**src/rtl/pipe_stall_ctrl.sv**
```systemverilog
// Pipeline stall/flush controller.
// Drives per-stage holds, bubble and flush controls.
//
// Ports:
//   Clk, Rst        clock (state moves on falling edge), async active-high reset
//   hazard          load-use hazard seen in ID
//   branch, jump    taken branch / jump; request an IF_ID flush
//   imemError       instruction cache miss
//   dmemError       data cache miss (counts only with a MEM-stage access)
//   MEM_memRead/Wr  MEM-stage load / store
//   clrCnt          synchronous clear of the statistics counters
//   stall           per-stage hold, bit 0 = PC
//   nop             bubble into ID_EX
//   flush           flush IF_ID
//   state           FSM state (debug)
//   bubbleCnt, freezeCnt, flushCnt  saturating statistics
//   memTimeout      sticky flag: freeze ran for MISS_TIMEOUT cycles
module pipe_stall_ctrl #(
    parameter int NSTAGE       = 5,
    parameter int HAZ_STAGE    = 2,
    parameter int CNT_W        = 16,
    parameter int MISS_TIMEOUT = 64
) (
    input  logic              Clk,
    input  logic              Rst,
    input  logic              hazard,
    input  logic              branch,
    input  logic              jump,
    input  logic              imemError,
    input  logic              dmemError,
    input  logic              MEM_memRead,
    input  logic              MEM_memWrite,
    input  logic              clrCnt,
    output logic [NSTAGE-1:0] stall,
    output logic              nop,
    output logic              flush,
    output logic [1:0]        state,
    output logic [CNT_W-1:0]  bubbleCnt,
    output logic [CNT_W-1:0]  freezeCnt,
    output logic [CNT_W-1:0]  flushCnt,
    output logic              memTimeout
);

    localparam int MR_W = $clog2(MISS_TIMEOUT) + 1;
    localparam logic [MR_W-1:0] MR_MAX = MR_W'(MISS_TIMEOUT);
    localparam logic [NSTAGE-1:0] HAZ_MASK =
        (NSTAGE'(1) << HAZ_STAGE) - NSTAGE'(1);

    typedef enum logic [1:0] {
        NORMAL = 2'b00,
        BUBBLE = 2'b01,
        FREEZE = 2'b10
    } state_e;

    state_e           state_q, state_d;
    logic             flushPend_q, flushPend_d;
    logic [MR_W-1:0]  missRun_q, missRun_d;
    logic             memTimeout_q, memTimeout_d;
    logic [CNT_W-1:0] bubbleCnt_q, bubbleCnt_d;
    logic [CNT_W-1:0] freezeCnt_q, freezeCnt_d;
    logic [CNT_W-1:0] flushCnt_q, flushCnt_d;

    logic mem_haz;
    logic frozen;
    logic bubbling;
    logic flush_c;

    assign mem_haz = (dmemError & (MEM_memRead | MEM_memWrite)) | imemError;

    // 2'b11 is not FREEZE or BUBBLE, so it behaves as NORMAL
    assign frozen   = (state_q == FREEZE);
    assign bubbling = (state_q == BUBBLE);

    // A flush seen while frozen is parked and delivered on the first
    // non-frozen cycle.
    assign flush_c = (branch | jump | flushPend_q) & ~frozen;

    always_comb begin
        stall = '0;
        nop   = 1'b0;
        if (frozen) begin
            stall = '1;
        end else if (bubbling) begin
            stall = HAZ_MASK;
            nop   = 1'b1;
        end
    end

    always_comb begin
        state_d      = NORMAL;
        flushPend_d  = 1'b0;
        missRun_d    = '0;
        memTimeout_d = memTimeout_q;
        bubbleCnt_d  = bubbleCnt_q;
        freezeCnt_d  = freezeCnt_q;
        flushCnt_d   = flushCnt_q;

        if (mem_haz) begin
            state_d = FREEZE;
        end else if (hazard) begin
            state_d = BUBBLE;
        end

        if (frozen) begin
            flushPend_d = flushPend_q | branch | jump;
            missRun_d   = (missRun_q == MR_MAX) ? missRun_q
                                                : missRun_q + 1'b1;
        end

        if (missRun_d == MR_MAX) begin
            memTimeout_d = 1'b1;
        end

        if (clrCnt) begin
            bubbleCnt_d = '0;
            freezeCnt_d = '0;
            flushCnt_d  = '0;
        end else begin
            if (bubbling && bubbleCnt_q != '1) begin
                bubbleCnt_d = bubbleCnt_q + 1'b1;
            end
            if (frozen && freezeCnt_q != '1) begin
                freezeCnt_d = freezeCnt_q + 1'b1;
            end
            if (flush_c && flushCnt_q != '1) begin
                flushCnt_d = flushCnt_q + 1'b1;
            end
        end
    end

    always_ff @(negedge Clk or posedge Rst) begin
        if (Rst) begin
            state_q      <= NORMAL;
            flushPend_q  <= 1'b0;
            missRun_q    <= '0;
            memTimeout_q <= 1'b0;
            bubbleCnt_q  <= '0;
            freezeCnt_q  <= '0;
            flushCnt_q   <= '0;
        end else begin
            state_q      <= state_d;
            flushPend_q  <= flushPend_d;
            missRun_q    <= missRun_d;
            memTimeout_q <= memTimeout_d;
            bubbleCnt_q  <= bubbleCnt_d;
            freezeCnt_q  <= freezeCnt_d;
            flushCnt_q   <= flushCnt_d;
        end
    end

    assign flush      = flush_c;
    assign state      = state_q;
    assign bubbleCnt  = bubbleCnt_q;
    assign freezeCnt  = freezeCnt_q;
    assign flushCnt   = flushCnt_q;
    assign memTimeout = memTimeout_q;

endmodule

```
**config.mk**
```make
export PLATFORM = sky130hd
export DESIGN_NAME = pipe_stall_ctrl
export DESIGN_NICKNAME = d
export VERILOG_FILES = /design/src/rtl/pipe_stall_ctrl.sv
export SDC_FILE = /design/constraint.sdc
export NUM_CORES = 1
export LEC_CHECK = 0
export ABC_AREA = 1
export CAP_MARGIN = 20
export CORE_MARGIN = 2
export CORE_UTILIZATION = 45
export DETAILED_ROUTE_END_ITERATION = 12
export PLACE_DENSITY = 0.7
export SLEW_MARGIN = 25
export SYNTH_ARGS = -nofsm -noshare
export SYNTH_HDL_FRONTEND = slang
export SYNTH_SLANG_ARGS = --single-unit
```
**constraint.sdc**
```tcl
create_clock -name Clk -period 2.9 [get_ports Clk]
set_clock_uncertainty 0.1 [all_clocks]
set_input_delay 0.58 -clock Clk [delete_from_list [all_inputs] [get_ports Clk]]
set_output_delay 0.58 -clock Clk [all_outputs]
set_load 0.05 [all_outputs]
```
==> results of run 1 <==
-- final cells by class --
| cell class | count | area [um^2] |
|---|---|---|
| Sequential cell | 59 | 1480 |
| Clock buffer | 13 | 159 |
| Multi-Input combinational cell | 389 | 1980 |
| Fill cell | 583 | 2030 |
| Clock inverter | 2 | 35.0 |
| Timing Repair Buffer | 166 | 2050 |
| Tap cell | 105 | 131 |
| Inverter | 57 | 238 |
-- metal layers --
layer  vias to the layer above  global-route usage [%]  part of all wire, %
li1                       1990                       -                    -
met2                       157                    44.9                   51
met4                         0                    9.90                  2.1
met1                      1988                    31.8                   41
met5                         -                       0                    0
met3                        27                    5.27                  5.7
-- layout by cell type (no fill, tap or decap), types with 2 or more instances in the layout --
cell type,instances
a21oi_1,2
buf_12,61
buf_4,91
buf_6,5
clkbuf_1,2
clkbuf_8,11
clkdlybuf4s50_1,6
clkinvlp_4,3
dfrtn_1,59
ha_1,5
ha_4,2
inv_1,45
inv_2,5
inv_4,3
nand2_1,166
nand2_2,4
nand2_4,2
nand3_1,44
nand4_1,33
nor2_1,60
nor2_2,5
nor2_4,7
nor3_1,2
o21ai_0,17
o21ai_1,6
o21bai_1,6
or2_2,3
xor2_1,18
-- critical path, stage by stage, from the launching register on --
cell	delay (ns)
dfrtn_1	0.46
ha_4	0.18
inv_4	0.05
nand2_4	0.05
buf_6	0.09
clkinvlp_4	0.08
buf_12	0.15
-- power by group through the flow --
stage	logic, mW	clock network (mW)	registers, mW
2_1_floorplan	0.186	0	0.921
3_3_place_gp	0.364	0	0.889
3_5_place_dp	0.374	0	0.890
4_1_cts	0.400	0.772	0.875
5_1_grt	0.447	0.815	0.877
6_report	0.417	0.765	0.875
-- registers in the layout, indices dropped and copies added, names as in the netlist --
signal,flops
bubbleCnt,16
flushCnt,16
freezeCnt,16
missRun_q,7
state,2
flushPend_q,1
memTimeout,1
-- what timing repair did --
item                                    in CTS  in global routing
gates resized for setup                     17                  7
endpoints found under the setup margin      97                 74
setup buffers                               14                 18
pin swaps                                    6                  6
cloned                                       2                  0
-- stage by stage --
step	power, mW	hold WS (ns)	instance area (um^2)	util (%)	setup slack [ns]
after global routing	2.14	0.436	6060	74.9	-0.682
after detailed placement	1.26	0.388	5560	68.7	-0.617
after CTS	2.05	0.391	5920	73.1	-0.654
final	2.06	0.383	6060	74.9	-0.630
after global placement	1.25	0.370	5560	68.7	-0.557
after floorplan	1.11	0.377	3810	-	-0.792
-- final timing paths --
| kind | cells past startpoint | endpoint |
|---|---|---|
| setup / recovery | 6 | flush |
| max in group asynchronous | 3 | flushCnt[8] |
| hold / removal | 2 | memTimeout |
| hold reg to reg | 2 | memTimeout |
| min in group asynchronous | 3 | missRun_q[3] |
| setup reg to reg | 12 | freezeCnt[1] |
-- cell families (layout without fill, tap and decap cells) --
group | count (synthesis) | count (layout) | share of synthesized area (%)
and+or+nand+nor | 327 | 329 | 39.0
xor gates and xnor gates | 19 | 19 | 4.48
adders and majority gates | 7 | 7 | 2.36
DFF | 59 | 59 | 39.7
buffers and inverters | 74 | 238 | 9.19
AOI/OAI and AO/OA | 34 | 34 | 5.22
==> flow_metrics.py, run 1 <==
metrics = {
    "placement": {
        "hpwl_um": 7740,
        "dp_cells": 742,
        "io_buffers": 67,
        "gp_congestion": 0.932,
    },
    "clocking": {
        "root_buffer": "clkbuf_8",
        "clkSinkCount": 59,
        "hold_buffers": 0,
        "clock_path_buffers": 2,
        "cts_tree": "yes",
        "path_clk_slew_ns": 0.05,
        "cts-buffers-inserted": 9,
        "h-tree-depth": 3,
        "insertion_delay_ns": 0.33,
    },
    "worst_setup_path": {
        "cp_data_required_time_ns": 2.22,
        "cp-start-kind": "flop",
        "crit_fanout": 2,
        "worstSetupStartpoint": "state[1]",
        "rrSetupSlack_ns": 0.46,
        "cp.arrival_ns": 2.85,
        "reg2reg_from": "freezeCnt[1]",
        "critPathCaptureType": "output port",
        "worst-setup-path-type": "reg -> out",
    },
    "power": {
        "clkPwrFrac_pct": 37.2,
        "switching_share_pct": 28.3,
        "p_comb_share_pct": 20.3,
        "seq_power_share_pct": 42.6,
        "p_sw_uw": 583,
        "powerDensity_mw_per_mm2": 339,
        "p_int_mw": 1.47,
        "p_leak_nw": 2.93,
        "ir_drop_v": 0.000230,
    },
    "finish": {
        "diodes": 0,
        "drive_gt1_share_pct": 30.6,
        "final_cells": 791,
        "nets": 699,
        "area_growth_pct": 63.2,
    },
    "yosys": {
        "syn_avg_cell_area_um2": 7.14,
        "ys_ff_latch": 59,
        "synth_nets": 537,
        "synth_edf_count": 0,
        "synth_top_area_share_pct": 39.7,
        "synth.distinct_cells": 29,
        "yosys_most_used_dff": "dfrtn_1",
        "ys_seq_area_share_pct": 39.7,
        "synthTopCellsByArea": "dfrtn_1 40%, nand2_1 17%, nand3_1 6.2%, nor2_1 6.1%, nand4_1 5.6%",
        "yosys_warnings": 0,
        "ys_top_cells_by_count": "167 x nand2_1, 60 x nor2_1, 59 x dfrtn_1",
        "netlist_instances": 520,
        "synth_most_common_cell": "nand2_1",
        "netlist_area_mm2": 0.00371,
        "synthArstFlopShare_pct": 100,
        "yosysTopAreaCell": "dfrtn_1",
    },
    "detailed_routing": {
        "via_per_inst": 5.26,
        "drt_iter0_markers": 220,
        "dr.pass1.iters": 5,
        "totalWireLength_um": 10900,
        "via_count": 4162,
        "wl_per_cell_um": 13.8,
        "drc": 0,
        "ant_nets": 0,
    },
    "timing": {
        "finalWorstSetupSlack_ns": -0.630,
        "slew_violations": 0,
        "setup_tns_ns": -13.69,
        "worst_pin_slew_ns": 0.621,
        "hold_violations": 0,
        "rsz0062_at_grt": "true",
        "relSlewSlack_pct": 58.6,
        "final-setup-viol-count": 58,
    },
    "min_path": {
        "min_from": "memTimeout",
        "min_path_type": "reg -> reg",
    },
    "global_route": {
        "antenna_found_initial": 0,
        "grt.overflow.total": 0,
        "grt_pass1_vias": 4129,
        "grt_max_degree": 37,
        "grt_first_pass_wirelength_um": 18500,
        "grt.total_usage_pct": 26.0,
    },
    "floorplanning": {
        "die_w_um": 94.9,
        "ios": 68,
        "std_cell_rows": 33,
        "dieArea_mm2": 0.00900,
        "die_h_um": 94.9,
        "start_util_pct": 45.9,
        "core_mm2": 0.00809,
    },
    "run_status": {
        "violations": "setup timing",
        "status": "finished, violations left",
    },
    "flow_run": {
        "cap_violations": 0,
    },
}
Power figures use the tool's default switching activity.
==> run 2, diff against run 1 <==
--- a/config.mk
+++ b/config.mk
@@ -9,6 +9,7 @@
 export CAP_MARGIN = 20
 export CORE_MARGIN = 2
 export CORE_UTILIZATION = 45
+export CTS_CLUSTER_SIZE = 24
 export DETAILED_ROUTE_END_ITERATION = 12
 export PLACE_DENSITY = 0.7
 export SLEW_MARGIN = 25
==> results of run 2 <==
The final DEF is identical to that of run 1; final timing and power are the same.
